`src/rtl/ddr4_cmd_pkg.sv`:
```
// rtl/ddr4_cmd_pkg.sv - shared types and constants for the DDR4 command issuer
package ddr4_cmd_pkg;

   localparam int BG_W  = 2;
   localparam int BA_W  = 2;
   localparam int ROW_W = 17;
   localparam int COL_W = 10;

   // Command opcodes carried on A[16:14] (RAS_n, CAS_n, WE_n) when ACT_n is high
   localparam logic [2:0] OP_RD  = 3'b101;
   localparam logic [2:0] OP_WR  = 3'b100;
   localparam logic [2:0] OP_PRE = 3'b010;

   typedef enum logic [3:0] {
      ST_IDLE,
      ST_PRE,
      ST_WAIT_RP,
      ST_ACT,
      ST_WAIT_RCD,
      ST_CAS,
      ST_WAIT_LAT,
      ST_DATA,
      ST_DONE
   } state_t;

   typedef struct packed {
      logic             write;
      logic [BG_W-1:0]  bg;
      logic [BA_W-1:0]  ba;
      logic [ROW_W-1:0] row;
      logic [COL_W-1:0] col;
   } req_t;

   function automatic int max_of(input int a, input int b);
      return (a > b) ? a : b;
   endfunction

endpackage

```
`src/rtl/open_row_table.sv`:
```
// rtl/open_row_table.sv - per-bank open-row register file with combinational lookup
module open_row_table
   import ddr4_cmd_pkg::*;
#(
   parameter int BGWIDTH   = BG_W,
   parameter int BAWIDTH   = BA_W,
   parameter int ADDRWIDTH = ROW_W
) (
   input  logic                 clk,
   input  logic                 reset,
   input  logic [BGWIDTH-1:0]   lookup_bg,
   input  logic [BAWIDTH-1:0]   lookup_ba,
   input  logic [ADDRWIDTH-1:0] lookup_row,
   output logic                 hit,
   output logic                 valid,
   input  logic                 set_en,
   input  logic                 clear_en,
   input  logic [BGWIDTH-1:0]   upd_bg,
   input  logic [BAWIDTH-1:0]   upd_ba,
   input  logic [ADDRWIDTH-1:0] upd_row
);

   localparam int IDXW = BGWIDTH + BAWIDTH;
   localparam int NB   = 1 << IDXW;

   logic [NB-1:0]        vld;
   logic [ADDRWIDTH-1:0] rows [NB];
   logic [IDXW-1:0]      lidx;
   logic [IDXW-1:0]      uidx;

   assign lidx  = {lookup_bg, lookup_ba};
   assign uidx  = {upd_bg, upd_ba};
   assign valid = vld[lidx];
   assign hit   = vld[lidx] && (rows[lidx] == lookup_row);

   // Only the valid bits need reset; a row value is meaningless while its bit is clear
   always_ff @(posedge clk) begin
      if (reset) begin
         vld <= '0;
      end else begin
         if (set_en) begin
            vld[uidx]  <= 1'b1;
            rows[uidx] <= upd_row;
         end else if (clear_en) begin
            vld[uidx] <= 1'b0;
         end
      end
   end

endmodule

```
`src/rtl/ddr4_cmd_issuer.sv`:
```
// rtl/ddr4_cmd_issuer.sv - DDR4 controller end: open-page PRE/ACT/CAS sequencing and burst data
module ddr4_cmd_issuer
   import ddr4_cmd_pkg::*;
#(
   parameter int BGWIDTH   = BG_W,
   parameter int BAWIDTH   = BA_W,
   parameter int ADDRWIDTH = ROW_W,
   parameter int COLWIDTH  = COL_W,
   parameter int DQWIDTH   = 72,
   parameter int BL        = 8,
   parameter int TRP       = 3,
   parameter int TRCD      = 3,
   parameter int CL        = 5,
   parameter int CWL       = 4
) (
   input  logic                    clk,
   input  logic                    reset,
   input  logic                    req_valid,
   output logic                    req_ready,
   input  logic                    req_write,
   input  logic [BGWIDTH-1:0]      req_bg,
   input  logic [BAWIDTH-1:0]      req_ba,
   input  logic [ADDRWIDTH-1:0]    req_row,
   input  logic [COLWIDTH-1:0]     req_col,
   input  logic [DQWIDTH*BL-1:0]   req_wdata,
   output logic                    rsp_valid,
   output logic                    rsp_write,
   output logic [DQWIDTH*BL-1:0]   rsp_rdata,
   output logic                    act_n,
   output logic [ADDRWIDTH-1:0]    A,
   output logic [BGWIDTH-1:0]      bg,
   output logic [BAWIDTH-1:0]      ba,
   output logic                    cs_n,
   output logic                    cke,
   output logic [DQWIDTH-1:0]      dq_o,
   output logic                    dq_oe,
   input  logic [DQWIDTH-1:0]      dq_i
);

   localparam int CNTW = $clog2(max_of(max_of(max_of(TRP, TRCD), max_of(CL, CWL)), BL) + 1);

   state_t                state, state_nxt;
   logic [CNTW-1:0]       cnt, cnt_nxt;
   logic [CNTW-1:0]       beat, beat_nxt;
   req_t                  req, req_nxt;
   logic [DQWIDTH*BL-1:0] wdata_q, rd_buf, rd_nxt;
   logic [ADDRWIDTH-1:0]  a_nxt;
   logic                  accept, row_hit, row_valid, is_cmd, drive_beat;

   assign accept     = (state == ST_IDLE) && req_ready && req_valid;
   assign is_cmd     = (state_nxt == ST_PRE) || (state_nxt == ST_ACT) || (state_nxt == ST_CAS);
   assign drive_beat = (state_nxt == ST_DATA) && req_nxt.write;
   assign beat_nxt   = (state == ST_DATA) ? beat + CNTW'(1) : '0;

   open_row_table #(
      .BGWIDTH   (BGWIDTH),
      .BAWIDTH   (BAWIDTH),
      .ADDRWIDTH (ADDRWIDTH)
   ) u_ort (
      .clk        (clk),
      .reset      (reset),
      .lookup_bg  (req_bg),
      .lookup_ba  (req_ba),
      .lookup_row (req_row),
      .hit        (row_hit),
      .valid      (row_valid),
      .set_en     (state == ST_ACT),
      .clear_en   (state == ST_PRE),
      .upd_bg     (req.bg),
      .upd_ba     (req.ba),
      .upd_row    (req.row)
   );

   // Wait states leave when the counter is about to reach 0, so the next command
   // lands exactly N cycles after the one that loaded N-1.
   always_comb begin
      state_nxt = state;
      cnt_nxt   = cnt;
      req_nxt   = req;
      case (state)
         ST_IDLE: begin
            if (accept) begin
               req_nxt.write = req_write;
               req_nxt.bg    = req_bg;
               req_nxt.ba    = req_ba;
               req_nxt.row   = req_row;
               req_nxt.col   = req_col;
               if (row_hit)        state_nxt = ST_CAS;
               else if (row_valid) state_nxt = ST_PRE;
               else                state_nxt = ST_ACT;
            end
         end
         ST_PRE: begin
            if (TRP == 1) begin
               state_nxt = ST_ACT;
            end else begin
               state_nxt = ST_WAIT_RP;
               cnt_nxt   = CNTW'(TRP - 1);
            end
         end
         ST_WAIT_RP: begin
            cnt_nxt = cnt - CNTW'(1);
            if (cnt == CNTW'(1)) state_nxt = ST_ACT;
         end
         ST_ACT: begin
            if (TRCD == 1) begin
               state_nxt = ST_CAS;
            end else begin
               state_nxt = ST_WAIT_RCD;
               cnt_nxt   = CNTW'(TRCD - 1);
            end
         end
         ST_WAIT_RCD: begin
            cnt_nxt = cnt - CNTW'(1);
            if (cnt == CNTW'(1)) state_nxt = ST_CAS;
         end
         ST_CAS: begin
            if (req.write ? (CWL == 1) : (CL == 1)) begin
               state_nxt = ST_DATA;
            end else begin
               state_nxt = ST_WAIT_LAT;
               cnt_nxt   = req.write ? CNTW'(CWL - 1) : CNTW'(CL - 1);
            end
         end
         ST_WAIT_LAT: begin
            cnt_nxt = cnt - CNTW'(1);
            if (cnt == CNTW'(1)) state_nxt = ST_DATA;
         end
         ST_DATA: begin
            if (beat == CNTW'(BL - 1)) state_nxt = ST_DONE;
         end
         ST_DONE: begin
            state_nxt = ST_IDLE;
         end
         default: begin
            state_nxt = ST_IDLE;
         end
      endcase
   end

   always_comb begin
      a_nxt = '0;
      case (state_nxt)
         ST_ACT: a_nxt = req_nxt.row;
         ST_CAS: begin
            a_nxt[ADDRWIDTH-1 -: 3] = req_nxt.write ? OP_WR : OP_RD;
            a_nxt[COLWIDTH-1:0]     = req_nxt.col;
         end
         ST_PRE: a_nxt[ADDRWIDTH-1 -: 3] = OP_PRE;
         default: a_nxt = '0;
      endcase
   end

   always_comb begin
      rd_nxt = rd_buf;
      rd_nxt[beat*DQWIDTH +: DQWIDTH] = dq_i;
   end

   // Pin outputs are registered from the next state so the bus matches the state held in that cycle
   always_ff @(posedge clk) begin
      if (reset) begin
         state     <= ST_IDLE;
         cnt       <= '0;
         beat      <= '0;
         req       <= '0;
         wdata_q   <= '0;
         rd_buf    <= '0;
         req_ready <= 1'b0;
         rsp_valid <= 1'b0;
         rsp_write <= 1'b0;
         rsp_rdata <= '0;
         cs_n      <= 1'b1;
         act_n     <= 1'b1;
         A         <= '0;
         bg        <= '0;
         ba        <= '0;
         cke       <= 1'b0;
         dq_o      <= '0;
         dq_oe     <= 1'b0;
      end else begin
         state     <= state_nxt;
         cnt       <= cnt_nxt;
         req       <= req_nxt;
         beat      <= (state_nxt == ST_DATA) ? beat_nxt : '0;
         if (accept) wdata_q <= req_wdata;
         cke       <= 1'b1;
         req_ready <= (state_nxt == ST_IDLE);
         cs_n      <= !is_cmd;
         act_n     <= (state_nxt != ST_ACT);
         A         <= a_nxt;
         bg        <= is_cmd ? req_nxt.bg : '0;
         ba        <= is_cmd ? req_nxt.ba : '0;
         dq_oe     <= drive_beat;
         dq_o      <= drive_beat ? wdata_q[beat_nxt*DQWIDTH +: DQWIDTH] : '0;
         rsp_valid <= (state_nxt == ST_DONE);
         if (state_nxt == ST_DONE) rsp_write <= req.write;
         if ((state == ST_DATA) && !req.write) begin
            rd_buf <= rd_nxt;
            if (beat == CNTW'(BL - 1)) rsp_rdata <= rd_nxt;
         end
      end
   end

endmodule

```
`config.mk`:
```
export PLATFORM = sky130hd
export DESIGN_NAME = ddr4_cmd_issuer
export DESIGN_NICKNAME = d
export VERILOG_FILES = /design/src/rtl/ddr4_cmd_pkg.sv /design/src/rtl/open_row_table.sv /design/src/rtl/ddr4_cmd_issuer.sv
export SDC_FILE = /design/constraint.sdc
export NUM_CORES = 2
export LEC_CHECK = 0
export BUFFER_PORTS_ARGS = -buffer_cell sky130_fd_sc_hd__buf_2
export CAP_MARGIN = 0
export CORE_AREA = 2 2 528 530
export DETAILED_ROUTE_END_ITERATION = 16
export DIE_AREA = 0 0 530 532
export GPL_TIMING_DRIVEN = 0
export PLACE_DENSITY = 0.55
export SLEW_MARGIN = 15
export SYNTH_ARGS = -nofsm -noshare
export SYNTH_HDL_FRONTEND = slang
export SYNTH_SLANG_ARGS = --single-unit
```
`constraint.sdc`:
```
create_clock -name clk -period 5.28 [get_ports clk]
set_clock_uncertainty 0.2 [all_clocks]
set_input_delay 0.792 -clock clk [delete_from_list [all_inputs] [get_ports clk]]
set_output_delay 0.792 -clock clk [all_outputs]
set_load 0.05 [all_outputs]
```
==> summary.txt <==
Layout
  – Commonest non-fill, non-tap cells in the layout: nand2_1, dfxtp_1, buf_2
  – Fill cells: 28,279
  – Final instance area: 0.121 mm²
  – Layout cells sized above 1: 19.8%
  – P&R area growth vs syn: 31.4%
  – Total Nets Final: 14,141
  – Most common cell after layout, fill and taps aside: nand2_1

Global route
  – First-pass GRT wire length: 768,000 µm
  – Largest net degree at the start of global routing: 19
  – GRT Total Usage: 39.4%
  – Vias in the first global route: 91,377
  – Initial antenna violation count: 66
  – Grt ovf: 0

CTS
  – Worst-skew pair later-pin latency: 0.95 ns
  – Clock slew at reported path FFs: 0.07 ns
  – Root Driver: clkbuf_16
  – Num Clock Sinks: 2,160
  – H-tree levels: 4
  – Num CTS Buffers: 241
  – CTS tree: done
  – Maximum root-to-sink buffer count: 4

Power
  – Worst-case vdd ir drop: 311 µV
  – Pwr dens: 325 mW/mm²
  – Leak: 43.8 nW
  – Pwr Total: 39.4 mW

STA
  – Ratio of final minimum period to clock period: 103%
  – Final WS setup: -0.177 ns
  – Hold_ws: 0.0139 ns
  – Least-Margin Pin Slew: 1.40 ns
  – Max-slew headroom: 6.53%
  – Maximum clock rate: 0.183 GHz
  – Hold Fails Final Rpt: 0
  – Unrepaired setup endpoints after global routing: true
  – Min Tclk post-route: 5.46 ns
  – Max-slew violations: 0
  – Setup violations, final: 52

Setup path
  – Kind of critical path: flip-flop to flip-flop
  – Critical-path cell list: clkbuf_4 > buf_4 > clkinvlp_4 > buf_4 > clkbuf_1 > nand2_1 > clkbuf_2 > clkbuf_2 > buf_2 > nand3_1 > a31oi_1 > nor2_2
  – CP startpoint kind: flip-flop
  – Crit end category: flip-flop
  – Buf+Inv Stages, Crit Path: 8
  – Delay of the slowest critical-path stage: 0.60 ns
  – Cell family with most CP delay: buffers and inverters
  – CP max-delay cell: a31oi_1
  – Critical path peak fanout: 10
  – CP Data Required Time: 5.82 ns
  – WP data arrival: 5.99 ns

Placed design
  – Dpl hpwl: 460,000 µm
  – PortBufs: 1,344
  – DP Area: 0.105 mm²
  – RD Place Congestion: 1.11

Detailed routing
  – Iter 0 DRT Violations: 11,839
  – Antenna-violating nets left: 0
  – Via count: 98,563
  – DR pass1 iterations: 8
  – Vias/cell: 5.67
  – WL/cell: 33.5 µm
  – Post-route DRC: 0
  – Total wire length: 582,000 µm

Die
  – Die X: 530 µm
  – # IOs: 1,359
  – Initial Util: 33.4%
  – DIE HEIGHT: 532 µm
  – Die ar.: 0.282 mm²
  – Core ar.: 0.276 mm²
  – Num rows: 193

Synth
  – Post-synth EDFFs: 272
  – Net Count, Synth: 11,906
  – Most used flip-flop cell after synthesis: dfxtp_1
  – Post-synthesis cell type count: 96
  – Post-synth ARST share: 0%
  – Syn Area/Cell: 8.22 µm²
  – Register area share after synthesis: 49.9%
  – Mapped Cells: 11,215
  – Synth Register Bits: 2,160
  – Synthesis warning total: 0
  – Synthesized cell area: 0.0922 mm²

Hold path
  – Worst hold path type: primary input to flip-flop

Flow run
  – Max Cap Viol: 0

Outcome
  – Failing checks: setup timing
  – Run status: complete, but fails checks
==> per-layer routing <==
metal / GRT usage, % / share of wire (%) / vias up
met5: 0 / 0.029 / -
met4: 31.2 / 9.6 / 22
met3: 9.87 / 9.7 / 1524
met2: 60.5 / 43 / 5687
met1: 46.8 / 37 / 47920
li1: - / - / 43410
==> per-stage QoR <==
step / setup TNS [ns] / utilization (%) / setup WS [ns] / instances
2_1_floorplan: 0 / - / 1.05 / 11215
3_3_place_gp: -3262.39 / 37.5 / -3.90 / 16264
3_5_place_dp: -3012.83 / 38.0 / -3.87 / 16320
4_1_cts: -0.0366 / 43.8 / -0.0205 / 17343
5_1_grt: -0.0588 / 43.9 / -0.0359 / 17367
6_report: -2.73 / 43.9 / -0.177 / 17387
==> worst register-to-register path: stages, from the launching register on <==
cell and delay, ns:
dfxtp_2 0.45, clkbuf_4 0.31, buf_4 0.32, clkinvlp_4 0.21, buf_4 0.23, clkbuf_1 0.47, nand2_1 0.22, clkbuf_2 0.40
clkbuf_2 0.55, buf_2 0.58, nand3_1 0.57, a31oi_1 0.60, nor2_2 0.15
==> registers in the layout, indices dropped and copies added, names as in the netlist, named ones only <==
register,flops
A,17
act_n,1
ba,2
beat,4
bg,2
cke,1
cnt,4
cs_n,1
dq_o,72
dq_oe,1
rd_buf,576
req,32
req_ready,1
rsp_rdata,576
rsp_valid,1
rsp_write,1
state,4
u_ort.rows,272
wdata_q,576
==> path summary, 6_finish.rpt <==
path	cells after the start	endpoint	slack, ns	start
max	12	dq_o[67]$_SDFF_PP0_	-0.18	beat[0]$_SDFF_PP0_
min	3	wdata_q[493]$_SDFFE_PP0P_	0.01	req_wdata[493]
max reg2reg	12	dq_o[67]$_SDFF_PP0_	-0.18	beat[0]$_SDFF_PP0_
min reg2reg	2	rsp_rdata[515]$_SDFFE_PP0P_	0.25	rsp_rdata[515]$_SDFFE_PP0P_
==> area by class of cell <==
cell class	instances	area (µm²)	share of cell area [%]
Buffer	937	4020	3.31
Timing Repair Buffer	1997	13700	11.3
Multi-Input combinational cell	8099	44500	36.7
Clock inverter	99	1200	0.989
Sequential cell	2160	46000	37.9
Clock buffer	347	7040	5.81
Inverter	14	56.3	0.0465
Antenna cell	29	72.6	0.0599
Tap cell	3705	4640	3.83
==> power by group <==
| part | switching (mW) | internal [mW] | leakage (nW) |
|---|---|---|---|
| registers | 0.417 | 17.2 | 17.8 |
| logic | 2.71 | 1.19 | 21.9 |
| clock network | 7.54 | 10.3 | 4.05 |
| total | 10.7 | 28.7 | 43.8 |
==> cells by family after synthesis <==
| kind of cell | synth area share (%) |
|---|---|
| XOR/XNOR | 0.376 |
| multiplexers | 5.92 |
| adder cells (fa/ha/maj) | 0.109 |
| AND/OR/NAND/NOR | 20.9 |
| buffers and inverters | 4.12 |
| AO/OA/AOI/OAI | 18.7 |
| flip-flops | 49.9 |
==> Yosys cell counts, types with 9 or more instances <==
| cell | n | area [µm²] |
|---|---|---|
| a211oi_1 | 561 | 4210 |
| a21o_1 | 14 | 105 |
| a21oi_1 | 1293 | 6470 |
| a221oi_1 | 37 | 324 |
| a22o_1 | 21 | 184 |
| a22oi_1 | 35 | 263 |
| a31oi_1 | 88 | 551 |
| a32o_1 | 9 | 90.1 |
| and2_1 | 29 | 181 |
| and3_1 | 106 | 663 |
| buf_1 | 62 | 233 |
| buf_2 | 113 | 566 |
| buf_4 | 13 | 97.6 |
| clkbuf_1 | 750 | 2820 |
| dfxtp_1 | 1888 | 37800 |
| edfxtp_1 | 272 | 8170 |
| inv_1 | 11 | 41.3 |
| mux2_2 | 128 | 1440 |
| mux2i_1 | 290 | 2900 |
| mux4_2 | 43 | 968 |
| nand2_1 | 2927 | 11000 |
| nand2b_1 | 28 | 175 |
| nand3_1 | 274 | 1370 |
| nor2_1 | 1047 | 3930 |
| nor2b_1 | 12 | 75.1 |
| nor3_1 | 180 | 901 |
| nor3_2 | 14 | 140 |
| nor4_1 | 9 | 56.3 |
| nor4_2 | 15 | 188 |
| o211ai_1 | 58 | 435 |
| o21a_1 | 30 | 225 |
| o21ai_0 | 400 | 2000 |
| o21ai_1 | 23 | 115 |
| o221ai_1 | 24 | 210 |
| o22a_1 | 40 | 350 |
| o22ai_1 | 144 | 901 |
| or2_2 | 11 | 68.8 |
| or3_1 | 22 | 138 |
| xnor2_1 | 21 | 184 |
| xor2_1 | 13 | 114 |
==> what timing repair did <==
item,in CTS,in global routing
pin swaps,32,6
gates resized for setup,462,83
setup endpoints to repair,1226,534
setup buffers,57,16
hold endpoints to repair,524,0
hold buffers,524,0
(Power assumes the default switching activity.)
